--- src/rtl/battle_pkg.sv ---
// Shared definitions for the battle control FSM and its datapath.
// Holds trainer encodings, HP width, LFSR taps and small arithmetic helpers.
package battle_pkg;

    localparam int HP_W = 8;
    typedef logic [HP_W-1:0] hp_t;

    localparam logic PLAYER = 1'b0;
    localparam logic AI     = 1'b1;

    // Feedback taps 8,6,5,4 map onto bits 7,5,4,3 of the register
    localparam logic [7:0] LFSR_TAPS = 8'b1011_1000;

    function automatic logic [7:0] lfsr_next(input logic [7:0] l);
        return {l[6:0], ^(l & LFSR_TAPS)};
    endfunction

    function automatic hp_t sat_sub(input hp_t a, input hp_t b);
        return (a > b) ? hp_t'(a - b) : 8'd0;
    endfunction

endpackage

--- src/rtl/battle_lfsr8.sv ---
// Free-running 8-bit Fibonacci LFSR used for critical hits and catch rolls.
module battle_lfsr8
    import battle_pkg::*;
#(
    parameter logic [7:0] SEED = 8'hA5
) (
    input  logic       clk,
    input  logic       reset_n,
    output logic [7:0] q
);

    logic [7:0] r_q;

    // Shift register: reload the seed on reset, otherwise step every cycle
    always_ff @(posedge clk) begin
        if (!reset_n) begin
            r_q <= SEED;
        end else begin
            r_q <= lfsr_next(r_q);
        end
    end

    assign q = r_q;

endmodule

--- src/rtl/battle_datapath.sv ---
// Battle datapath: HP, potion and catch state driven by one-cycle FSM strobes,
// with combinational damage, dead flags and catch result fed back to the FSM.
module battle_datapath
    import battle_pkg::*;
#(
    parameter logic [7:0] P_MAX_HP  = 8'd100,
    parameter logic [7:0] P_ATK     = 8'd20,
    parameter logic [7:0] P_DEF     = 8'd10,
    parameter logic [7:0] AI_ATK    = 8'd18,
    parameter logic [7:0] AI_DEF    = 8'd12,
    parameter logic [7:0] HEAL_AMT  = 8'd30,
    parameter logic [1:0] POTIONS   = 2'd3,
    parameter logic [7:0] LFSR_SEED = 8'hA5,
    parameter bit         CRIT_EN   = 1'b1
) (
    input  logic       clk,
    input  logic       reset_n,
    input  logic       load_ai_hp,
    input  logic [7:0] ai_hp_in,
    input  logic       active_trainer,
    input  logic       target,
    input  logic       apply_ai_damage,
    input  logic       apply_p_damage,
    input  logic       p_heal,
    input  logic       catch,
    output logic [7:0] p_hp,
    output logic [7:0] ai_hp,
    output logic [1:0] potions_left,
    output logic [7:0] last_dmg,
    output logic       ai_dead,
    output logic       p_dead,
    output logic       catch_success,
    output logic       caught
);

    logic [7:0] w_lfsr;

    hp_t        r_p_hp, r_ai_hp, r_last_dmg;
    logic [1:0] r_potions;
    logic       r_loaded, r_caught;

    hp_t        w_p_hp_nxt, w_ai_hp_nxt, w_last_dmg_nxt;
    logic [1:0] w_potions_nxt;
    logic       w_loaded_nxt, w_caught_nxt;

    hp_t        w_atk, w_half_def, w_base, w_dmg, w_thresh, w_p_healed, w_p_pre;
    logic [8:0] w_dbl, w_heal_sum;
    logic       w_crit, w_frozen, w_active, w_heal_ok, w_catch_ok;

    battle_lfsr8 #(.SEED(LFSR_SEED)) u_lfsr (
        .clk     (clk),
        .reset_n (reset_n),
        .q       (w_lfsr)
    );

    // Damage for the current attacker/defender pair, doubled on a critical roll
    always_comb begin
        w_atk      = (active_trainer == AI) ? AI_ATK : P_ATK;
        w_half_def = ((target == AI) ? AI_DEF : P_DEF) >> 1;
        w_base     = (w_atk > w_half_def) ? hp_t'(w_atk - w_half_def) : 8'd1;
        w_crit     = (CRIT_EN == 1'b1) && (w_lfsr[2:0] == 3'd0);
        w_dbl      = {1'b0, w_base} << 1;
        if (w_crit) begin
            w_dmg = (w_dbl > 9'd255) ? 8'hFF : w_dbl[7:0];
        end else begin
            w_dmg = w_base;
        end
    end

    assign ai_dead  = r_loaded && (r_ai_hp == 8'd0);
    assign p_dead   = r_loaded && (r_p_hp == 8'd0);
    assign w_frozen = ai_dead || p_dead || r_caught;
    assign w_active = r_loaded && !w_frozen;

    assign w_thresh      = (8'd255 - r_ai_hp) >> 1;
    assign w_catch_ok    = catch && w_active && (w_lfsr < w_thresh);
    assign catch_success = w_catch_ok;

    // Heal is applied before any simultaneous player damage
    always_comb begin
        w_heal_ok  = p_heal && (r_potions != 2'd0);
        w_heal_sum = {1'b0, r_p_hp} + {1'b0, HEAL_AMT};
        w_p_healed = (w_heal_sum > {1'b0, P_MAX_HP}) ? P_MAX_HP : w_heal_sum[7:0];
        w_p_pre    = w_heal_ok ? w_p_healed : r_p_hp;
    end

    // Next-state selection: load wins, strobes act only in a live battle
    always_comb begin
        w_p_hp_nxt     = r_p_hp;
        w_ai_hp_nxt    = r_ai_hp;
        w_last_dmg_nxt = r_last_dmg;
        w_potions_nxt  = r_potions;
        w_loaded_nxt   = r_loaded;
        w_caught_nxt   = r_caught;
        if (load_ai_hp) begin
            w_ai_hp_nxt    = ai_hp_in;
            w_p_hp_nxt     = P_MAX_HP;
            w_potions_nxt  = POTIONS;
            w_loaded_nxt   = 1'b1;
            w_caught_nxt   = 1'b0;
            w_last_dmg_nxt = 8'd0;
        end else if (w_active) begin
            if (apply_ai_damage) begin
                w_ai_hp_nxt    = sat_sub(r_ai_hp, w_dmg);
                w_last_dmg_nxt = w_dmg;
            end else begin
                w_ai_hp_nxt = r_ai_hp;
            end
            if (apply_p_damage) begin
                w_p_hp_nxt     = sat_sub(w_p_pre, w_dmg);
                w_last_dmg_nxt = w_dmg;
            end else begin
                w_p_hp_nxt = w_p_pre;
            end
            if (w_heal_ok) begin
                w_potions_nxt = r_potions - 2'd1;
            end else begin
                w_potions_nxt = r_potions;
            end
            if (w_catch_ok) begin
                w_caught_nxt = 1'b1;
            end else begin
                w_caught_nxt = r_caught;
            end
        end else begin
            w_loaded_nxt = r_loaded;
        end
    end

    // State registers
    always_ff @(posedge clk) begin
        if (!reset_n) begin
            r_p_hp     <= P_MAX_HP;
            r_ai_hp    <= 8'd0;
            r_potions  <= POTIONS;
            r_last_dmg <= 8'd0;
            r_loaded   <= 1'b0;
            r_caught   <= 1'b0;
        end else begin
            r_p_hp     <= w_p_hp_nxt;
            r_ai_hp    <= w_ai_hp_nxt;
            r_potions  <= w_potions_nxt;
            r_last_dmg <= w_last_dmg_nxt;
            r_loaded   <= w_loaded_nxt;
            r_caught   <= w_caught_nxt;
        end
    end

    assign p_hp         = r_p_hp;
    assign ai_hp        = r_ai_hp;
    assign potions_left = r_potions;
    assign last_dmg     = r_last_dmg;
    assign caught       = r_caught;

endmodule

--- config.mk ---
export PLATFORM = sky130hd
export DESIGN_NAME = battle_datapath
export DESIGN_NICKNAME = d
export VERILOG_FILES = /design/src/rtl/battle_pkg.sv /design/src/rtl/battle_lfsr8.sv /design/src/rtl/battle_datapath.sv
export SDC_FILE = /design/constraint.sdc
export NUM_CORES = 1
export LEC_CHECK = 0
export ABC_AREA = 1
export BUFFER_PORTS_ARGS = -buffer_cell sky130_fd_sc_hd__clkbuf_2
export CAP_MARGIN = 20
export CORE_UTILIZATION = 52
export DETAILED_ROUTE_END_ITERATION = 16
export PLACE_DENSITY = 0.75
export SETUP_SLACK_MARGIN = 0.4
export SYNTH_ARGS = -nofsm -noshare
export SYNTH_HDL_FRONTEND = slang
export SYNTH_SLANG_ARGS = --single-unit
--- constraint.sdc ---
create_clock -name clk -period 5.3 [get_ports clk]
set_clock_uncertainty 0.1 [all_clocks]
set_input_delay 1.325 -clock clk [delete_from_list [all_inputs] [get_ports clk]]
set_output_delay 1.325 -clock clk [all_outputs]
set_load 0.005 [all_outputs]
==> metrics <==
post-CTS setup buffer count=0; FFs w/ async S/R, synth=0%; min cycle time layout=4197 ps; CP Capture Type=register; commonest non-fill, non-tap cell in the layout=nand2_1; crit path DAT=4270 ps; first-pass GRT wire length=approximately 10 mm; Final Hold Fails=0; RSZ-0062 raised after global routing=false; clk_lat worst skew=slightly below 300 ps; routed length per instance=12.89 um; CTS tree=done; LEAKAGE=1.573 nW; prevailing post-synth register cell=dfxtp_1; EDFF count, synth=0; nets=between 400 and 500; outcome=finished clean; mapped cell area=roughly 2700 um^2; Sink Count=34; Placed Area=2912 um^2; post-synthesis mux area share=0%; cts bufs inserted=5; ANT cells=0; H-tree levels=2; initial antenna violation count=0; XOR/XNOR Fraction of Synth Area=~4.3%; aggregate global routing overflow=0; Reg2Reg Setup Slack=2150 ps; hold crit path type=reg2reg; Overall Global Routing Usage=between 20 and 25%; number of global-route vias before repair=approximately 2.3k; remaining antenna violation count=0; CTS Buffer Depth=2; setup_tns=0 ps; fmax=~0.24 GHz; top cells by area, synth=dfxtp_1, ha_1, nand2_1, inv_1, a21oi_1; synth warn=0; cts hold-fix bufs=0; Synth area leader=dfxtp_1; Yosys top cell area share=25.61%; Crit path required time=5370 ps; critical path fanouts, max=6; Startpoint Class=input pin; layout cells sized above 1=approximately 20%; Final Setup Violations=0; Vias=approximately 2.6k; Post-DP HPWL=approximately 4.8 mm; largest family of logic cells by synthesized area=simple AND/OR/NAND/NOR gates; Vias/cell=around 5.3; Avg Cell Area, Syn=7.049 um^2; Die W=around 73 um; starting density of the core=55.17%; DR DRC count=0; Worst-path clk slew=about 80 ps; Core ar.=4817 um^2; simple-gate area share of the yosys netlist=between 30% and 40%; worst slew pin tran=approximately 530 ps; WL final=6.316 mm; critical path class=in2reg; Cell Rows=25; die height=around 73 um; CTS root buf=clkbuf_8; fin crit share=roughly four fifths; largest net degree at the start of global routing=15; max_cap viols=0; complex-gate fraction of the synthesized area=roughly 15%; Yosys cell types=43; Finished Cell Area=approximately 3000 um^2; Slew Viols, Final=0; relative slew slack=~64%; post-CTS sizing=0; Initial DRT Pass Iterations=4; DR iter-0 viols=~200; register area share after synthesis=approximately 26%; gp weighted congestion=0.9010; adder-cell share of the synthesized area=13.28%; num ports=47; die area=~5400 um^2; Mapped Cells=between 300 and 400; register bit total from synthesis=34; commonest cells after routing, fill and taps aside=nand2_1, clkbuf_2, inv_1; IO buf count=44; Max VDD drop=between 150 and 200 uV; Pwr Density=between 200 and 300 nW/um^2; area grow syn2layout=14.74%
layout make-up:
class                      count  area, um^2
timing repair buffer          45       227.7
fill                         482        1768
tap                           67       83.83
sequential                    34       680.7
inverter                      46       178.9
clock inverter                 3       68.82
clock buffer                   5       68.82
multi-input combinational    290        1740
critical path, cell delays in order:
cell and delay, ps:
clkbuf_2 140, inv_1 70, ha_1 190, or2_2 290
ha_1 290, o21ai_0 460, ha_1 390, nand2_1 90
nand2_1 50, nor2_1 220, o211ai_1 110, o21ai_1 190
nor2_1 110, nand3_2 100, nor2_1 60, nor2_1 120
nor2_1 50
synthesized netlist by cell type (3+ instances only):
library cell	number
a211oi_2	3
a21oi_1	27
a31oi_1	3
buf_6	3
dfxtp_1	34
ha_1	25
inv_1	42
nand2_1	81
nand2_2	3
nand2_4	4
nand3_1	22
nand3_2	5
nand4_1	4
nor2_1	35
nor2_2	3
nor3_1	5
o21ai_0	23
o21ai_1	4
or2_2	7
xnor2_1	3
xor2_1	10
through the flow:
stage	utilization, %	worst slack, ps	instances	hold WS, ps	power (mW)
after detailed placement	60.44	850.9	482	349.6	0.5216
after global routing	63.30	882.7	490	398.2	0.8581
after global placement	60.44	927.4	482	342.1	0.5165
after floorplan	-	1421	378	321.5	0.4651
final	63.30	1103	490	362.3	0.8131
after CTS	63.30	1141	490	364.1	0.8153
registers in the layout (all words and copies together) (netlist names):
name	cells
p_hp	8
r_loaded	1
potions_left	2
last_dmg	6
ai_hp	8
u_lfsr.q	8
caught	1
per-layer routing:
layer	GRT usage, %	routed length (um)
met4	7.692	85
met1	32.18	2965
met3	4.664	269
met2	41.69	2996
met5	0	0
final timing paths:
check | start | cells past startpoint | to
worst min-delay path | u_lfsr.q[0] | 2 | u_lfsr.q[1]
worst max-delay path | target | 17 | ai_hp[4]
worst min register to register | u_lfsr.q[0] | 2 | u_lfsr.q[1]
worst max register to register | p_hp[2] | 22 | p_hp[7]
kinds of logic (layout without fill, tap and decap cells):
family / Yosys count / after routing
other cells: 1 / 2
compound gates: 70 / 70
simple gates: 178 / 178
buf+inv: 54 / 99
fa+ha+maj: 27 / 27
flops: 34 / 34
xor+xnor: 13 / 13
power breakdown:
group / internal, mW / switching, mW
combinational: 0.0895 / 0.141
clock: 0.188 / 0.104
sequential: 0.271 / 0.0197
total: 0.549 / 0.264
(Power assumes the default switching activity.)
